<file path="src/rtl/tcdm_rr_arbiter.sv">
// rtl/tcdm_rr_arbiter.sv - round-robin arbiter sharing one TCDM port with an in-order response tag fifo
module tcdm_rr_arbiter #(
  parameter int unsigned NumIn          = 4,
  parameter int unsigned AddrWidth      = 32,
  parameter int unsigned DataWidth      = 64,
  parameter int unsigned MaxOutstanding = 2,
  parameter int unsigned IdxWidth       = $clog2(NumIn)
) (
  input  logic                                clk_i,
  input  logic                                rst_i,
  // upstream requests, requester i at slice i
  input  logic [NumIn-1:0]                    in_q_valid_i,
  output logic [NumIn-1:0]                    in_q_ready_o,
  input  logic [NumIn*AddrWidth-1:0]          in_q_addr_i,
  input  logic [NumIn-1:0]                    in_q_write_i,
  input  logic [NumIn*4-1:0]                  in_q_amo_i,
  input  logic [NumIn*DataWidth-1:0]          in_q_data_i,
  input  logic [NumIn*(DataWidth/8)-1:0]      in_q_strb_i,
  // upstream responses
  output logic [NumIn-1:0]                    in_p_valid_o,
  output logic [NumIn*DataWidth-1:0]          in_p_data_o,
  // downstream request
  output logic                                out_q_valid_o,
  input  logic                                out_q_ready_i,
  output logic [AddrWidth-1:0]                out_q_addr_o,
  output logic                                out_q_write_o,
  output logic [3:0]                          out_q_amo_o,
  output logic [DataWidth-1:0]                out_q_data_o,
  output logic [DataWidth/8-1:0]              out_q_strb_o,
  // downstream response, no backpressure
  input  logic                                out_p_valid_i,
  input  logic [DataWidth-1:0]                out_p_data_i
);

  localparam int unsigned StrbWidth = DataWidth / 8;
  localparam int unsigned PtrWidth  = (MaxOutstanding > 1) ? $clog2(MaxOutstanding) : 1;
  localparam int unsigned CntWidth  = $clog2(MaxOutstanding + 1);

  // arbitration state
  logic [IdxWidth-1:0] prio_q, prio_d;
  logic                lock_q, lock_d;
  logic [IdxWidth-1:0] lock_idx_q, lock_idx_d;

  // tag fifo state
  logic [IdxWidth-1:0] tags_q [MaxOutstanding];
  logic [PtrWidth-1:0] wr_ptr_q, wr_ptr_d;
  logic [PtrWidth-1:0] rd_ptr_q, rd_ptr_d;
  logic [CntWidth-1:0] cnt_q, cnt_d;

  logic [IdxWidth-1:0] rr_idx;
  logic                rr_found;
  logic [IdxWidth-1:0] gnt_idx;
  logic [IdxWidth-1:0] head_idx;
  logic                any_valid;
  logic                fifo_full;
  logic                fifo_empty;
  logic                handshake;
  logic                stall;
  logic                push;
  logic                pop;

  // Advance a fifo pointer, wrapping at the fifo depth.
  function automatic logic [PtrWidth-1:0] ptr_inc(input logic [PtrWidth-1:0] ptr);
    if (ptr == PtrWidth'(MaxOutstanding - 1)) begin
      return '0;
    end
    return ptr + PtrWidth'(1);
  endfunction

  assign any_valid  = |in_q_valid_i;
  assign fifo_full  = (cnt_q == CntWidth'(MaxOutstanding));
  assign fifo_empty = (cnt_q == '0);
  assign head_idx   = tags_q[rd_ptr_q];

  // Round-robin search starting at prio_q, wrapping modulo NumIn.
  always_comb begin
    int                  cand;
    logic [IdxWidth-1:0] cand_idx;
    rr_idx   = prio_q;
    rr_found = 1'b0;
    cand     = 0;
    cand_idx = '0;
    for (int k = 0; k < int'(NumIn); k++) begin
      cand = int'(prio_q) + k;
      if (cand >= int'(NumIn)) begin
        cand = cand - int'(NumIn);
      end
      cand_idx = IdxWidth'(cand);
      if (!rr_found && in_q_valid_i[cand_idx]) begin
        rr_found = 1'b1;
        rr_idx   = cand_idx;
      end
    end
  end

  // A stalled grant stays pinned to the locked requester.
  assign gnt_idx = lock_q ? lock_idx_q : rr_idx;

  // A pop does not free a slot for a push in the same cycle, so out_p_valid_i
  // never reaches out_q_valid_o combinationally.
  assign out_q_valid_o = !rst_i && any_valid && !fifo_full;
  assign handshake     = out_q_valid_o && out_q_ready_i;
  assign stall         = out_q_valid_o && !out_q_ready_i;
  assign push          = handshake;
  assign pop           = !rst_i && out_p_valid_i && !fifo_empty;

  // Request fields of the granted requester.
  assign out_q_addr_o  = in_q_addr_i[gnt_idx*AddrWidth +: AddrWidth];
  assign out_q_write_o = in_q_write_i[gnt_idx];
  assign out_q_amo_o   = in_q_amo_i[gnt_idx*4 +: 4];
  assign out_q_data_o  = in_q_data_i[gnt_idx*DataWidth +: DataWidth];
  assign out_q_strb_o  = in_q_strb_i[gnt_idx*StrbWidth +: StrbWidth];

  // Only the granted requester sees ready.
  always_comb begin
    in_q_ready_o = '0;
    if (!rst_i && any_valid && !fifo_full && out_q_ready_i) begin
      in_q_ready_o[gnt_idx] = 1'b1;
    end
  end

  // Route the response to the requester at the fifo head.
  always_comb begin
    in_p_valid_o = '0;
    if (pop) begin
      in_p_valid_o[head_idx] = 1'b1;
    end
  end

  assign in_p_data_o = {NumIn{out_p_data_i}};

  // Next-state for the priority pointer and the lock.
  always_comb begin
    prio_d     = prio_q;
    lock_d     = lock_q;
    lock_idx_d = lock_idx_q;
    if (handshake) begin
      prio_d = (gnt_idx == IdxWidth'(NumIn - 1)) ? '0 : gnt_idx + IdxWidth'(1);
      lock_d = 1'b0;
    end else if (stall) begin
      lock_d     = 1'b1;
      lock_idx_d = gnt_idx;
    end
  end

  // Next-state for the fifo pointers and occupancy.
  always_comb begin
    wr_ptr_d = wr_ptr_q;
    rd_ptr_d = rd_ptr_q;
    cnt_d    = cnt_q;
    if (push) begin
      wr_ptr_d = ptr_inc(wr_ptr_q);
    end
    if (pop) begin
      rd_ptr_d = ptr_inc(rd_ptr_q);
    end
    case ({push, pop})
      2'b10:   cnt_d = cnt_q + CntWidth'(1);
      2'b01:   cnt_d = cnt_q - CntWidth'(1);
      default: cnt_d = cnt_q;
    endcase
  end

  // Register arbitration and fifo control state.
  always_ff @(posedge clk_i) begin
    if (rst_i) begin
      prio_q     <= '0;
      lock_q     <= 1'b0;
      lock_idx_q <= '0;
      wr_ptr_q   <= '0;
      rd_ptr_q   <= '0;
      cnt_q      <= '0;
    end else begin
      prio_q     <= prio_d;
      lock_q     <= lock_d;
      lock_idx_q <= lock_idx_d;
      wr_ptr_q   <= wr_ptr_d;
      rd_ptr_q   <= rd_ptr_d;
      cnt_q      <= cnt_d;
    end
  end

  // Store the granted index; entries are only read while the count covers them.
  always_ff @(posedge clk_i) begin
    if (push) begin
      tags_q[wr_ptr_q] <= gnt_idx;
    end
  end

  // Flag a response arriving with no outstanding tag.
  always_ff @(posedge clk_i) begin
    if (!rst_i && out_p_valid_i) begin
      assert (!fifo_empty)
        else $error("tcdm_rr_arbiter: response received with empty tag fifo");
    end
  end

endmodule

</file>
<file path="config.mk">
export PLATFORM = sky130hd
export DESIGN_NAME = tcdm_rr_arbiter
export DESIGN_NICKNAME = d
export VERILOG_FILES = /design/src/rtl/tcdm_rr_arbiter.sv
export SDC_FILE = /design/constraint.sdc
export NUM_CORES = 1
export LEC_CHECK = 0
export CAP_MARGIN = 40
export CORE_AREA = 2 2 338 340
export DETAILED_ROUTE_END_ITERATION = 7
export DIE_AREA = 0 0 340 342
export PLACE_DENSITY = 0.3
export RECOVER_POWER = 50
export SLEW_MARGIN = 15
export SYNTH_ARGS = -nofsm -noshare
export SYNTH_HDL_FRONTEND = slang
export SYNTH_SLANG_ARGS = --single-unit
</file>
<file path="constraint.sdc">
create_clock -name clk_i -period 2.6 [get_ports clk_i]
set_input_delay 0.52 -clock clk_i [delete_from_list [all_inputs] [get_ports clk_i]]
set_output_delay 0.52 -clock clk_i [all_outputs]
set_load 0.02 [all_outputs]
</file>
==> impl_results.md <==
- PnR Total Power: 0.006419 W
- CTS Hold Bufs: 0
- Post-place setup slack: -1137 ps
- # IOs: 882
- First-pass GRT wire length: 63.89 mm
- EDFF count, synth: 4
- Syn-to-layout area delta: 144.1%
- Final worst slack: -465.0 ps
- Post-layout min period: 3065 ps
- WS Path Type: in -> out
- Htree depth: 1
- Unrepaired setup endpoints after global routing: true
- TritonRoute pass-1 iters: 4
- Gr usage total: 7.923%
- Placed cell area: 12870 um^2
- WHS Path Cells: 2
- Row count: 124
- Register area share after synthesis: 5.010%
- CP max FO: 6
- Post-Layout Inst Area: 15610 um^2
- Fmax: 326.3 MHz
- Yosys warns: 0
- WHS Endpoint: rd_ptr_q
- Root Buffer: clkbuf_16
- Post-Route WL: 49.00 mm
- Rel. slew slack: 80.89%
- Failing checks: setup timing
- Worst-Margin Slew: 280.7 ps
- Final non-filler cell total: 2675
- Vias in the first global route: 7499
- FF-to-FF Start: prio_q[0]
- Final Max Tran Viols: 0
- Largest net degree at the start of global routing: 12
- # DRC: 0
- CORE AREA: 113100 um^2
- Fill count: 12676
- Synth Area per Inst: 8.917 um^2
- Outcome: finished with violations
- Cell variety after synth: 39
- Synth Instances: 717
- Largest area contributor in the netlist: mux2i_1
- Setup violators final: 113
- Remaining Overflow, GRT: 0
- Pwr Density: 411.2 nW/um^2
- Post-Syn Nets: 1227
- Max Cap Viol: 0
- Via count: 6764
- Final hold violation count: 0
- FFs w/ async S/R, synth: 0%
- Hold Startpoint: rd_ptr_q
- CTS tree: done
- Ranking of synthesized cells by area: mux2i_1 (52%), buf_4 (30%), dfxtp_1 (3.1%)
- Placed cell count: 2599
- GP Congestion: 0.7662
- Clock transition at the registers of the reported paths: 40 ps
- WP data arrival: 2550 ps
- Initial core utilization: 5.653%
- CP required: 2080 ps
- Vert. Die Dim: 342 um
- Post-route ant nets: 0
- Clk_skew: 1.094 ps
- Pleak: 6.192 nW
- Final net count: 1671
- Seq cells post-synth: 14
- Hold slack: 497.4 ps
- Clock Sink Count: 14
- Top_reg_cell synth: dfxtp_1
- Flop-to-flop setup slack: 470 ps
- Startpoint Class: input port
- Period Utilization, post-route: 117.9%
- DP HPWL: 39.07 mm
- Die footprint: 116300 um^2
- WL per Instance: 18.32 um
- Initial antenna violation count: 12
- FF-to-FF path depth: 13
- Synth Cell Area: 6394 um^2
- R2R Path End: prio_q[0]
- Drt via density: 2.529
- Share of the synthesized area in the top cell type: 51.51%
- I/O Buffers: 561
- Share of cells above drive strength 1: 38.45%
- Clk Latency, worst-skew pair: 240 ps
- Worst VDD drop: 0.1473 mV
- CP Capture Type: primary output
- Clock Tree Buf Depth: 2
- Initial DRC Count: 131
- Die width: 340 um
- Total CTS buffers: 3
- Hold Crit Class: reg -> reg
[worst max-delay path, cell delays in order]
cell and delay (ps):
buf_8 100, buf_6 110, nor2_4 110, a2bb2oi_2 80
o31a_4 380, buf_12 140, buf_12 140, buf_12 150
buf_16 160, mux2i_4 200, mux2i_4 200, buf_6 140
buf_12 100
[cell usage after synthesis, types with 2 or more instances]
library cell  instances
mux2i_1             329
buf_4               256
nor2_1               18
buf_2                17
buf_6                10
dfxtp_1              10
nand2_1               9
buf_12                8
a21oi_1               6
inv_1                 6
edfxtp_1              4
nor2b_1               4
and3_1                3
buf_8                 3
inv_2                 3
ha_1                  2
nand2b_1              2
nor3_1                2
o21ai_0               2
or3_1                 2
xnor2_1               2
xor2_1                2
[cells in the final DEF (no fill, tap or decap), types with 3 or more instances in the layout]
| cell type | n |
|---|---|
| diode_2 | 3 |
| buf_16 | 30 |
| a21oi_1 | 5 |
| buf_4 | 121 |
| buf_6 | 57 |
| nor2_4 | 3 |
| edfxtp_1 | 4 |
| nand2_1 | 7 |
| nor2_1 | 14 |
| inv_1 | 6 |
| clkdlybuf4s50_1 | 439 |
| clkbuf_16 | 4 |
| mux2i_4 | 67 |
| clkbuf_2 | 4 |
| buf_12 | 67 |
| mux2i_2 | 52 |
| mux2i_1 | 210 |
| buf_8 | 14 |
| dfxtp_1 | 7 |
[layer usage]
metal	global-route usage (%)	part of all wire, %	routed length, um
met1	8.713	38	18450
met2	14.35	50	24560
met3	3.135	10	4899
met4	1.539	2.0	997
met5	0	0.17	82
[cell type report]
| class | instances | area [um^2] | area share, % |
|---|---|---|---|
| well taps | 1512 | 1892 | 12.12 |
| inverters | 9 | 38.79 | 0.2485 |
| diodes | 3 | 7.507 | 0.04810 |
| multi-input cells | 398 | 4885 | 31.29 |
| clock buffers | 4 | 78.83 | 0.5050 |
| repair buffers | 735 | 8381 | 53.69 |
| flip-flops and latches | 14 | 326.6 | 2.092 |
[registers in the layout, indices dropped and copies added (netlist names), named ones only]
name,count
tags_q,4
cnt_q,2
lock_idx_q,2
prio_q,2
lock_q,1
rd_ptr_q,1
wr_ptr_q,1
[cells by family (layout without fill, tap and decap cells)]
group                    after synthesis  after routing  synth area share, %
adder cells (fa/ha/maj)                2              2               0.3913
other                                  0              3                    0
multiplexers                         329            329                51.51
XOR/XNOR                               4              4               0.5480
buffers and inverters                305            748                37.01
AND/OR/NAND/NOR                       44             44                3.209
AO/OA/AOI/OAI                         19             19                2.329
flip-flops                            14             14                5.010
[worst max path at each step]
stage | from | to | slack, ps | cells past startpoint
after floorplan | in_q_valid_i[2] | out_q_addr_o[10] | 50 | 8
after global placement | in_q_valid_i[3] | out_q_amo_o[0] | -1140 | 11
after detailed placement | in_q_valid_i[3] | out_q_amo_o[0] | -1140 | 11
after CTS | prio_q[0] | out_q_data_o[53] | -480 | 12
after global routing | prio_q[0] | out_q_data_o[41] | -530 | 12
final | in_q_valid_i[2] | out_q_data_o[53] | -470 | 13
[stage by stage]
stage,setup TNS (ps),util [%]
3_5_place_dp,-116980,11.38
3_3_place_gp,-114490,11.38
6_report,-34080,13.80
4_1_cts,-37820,13.60
5_1_grt,-42070,13.79
2_1_floorplan,0,-
[timing repair]
item / in CTS / in global routing
pin swaps: 10 / 6
gates resized for setup: 689 / 81
setup buffers: 52 / 19
gates cloned: 26 / 1
setup endpoints to repair: 119 / 117
[where the power goes]
group	internal, W	switching, W
combinational	0.00337	0.00249
clock	0.000207	0.0000832
sequential	0.000249	0.0000268
total	0.00382	0.00260
No activity file was read; power rests on OpenSTA's default activity.
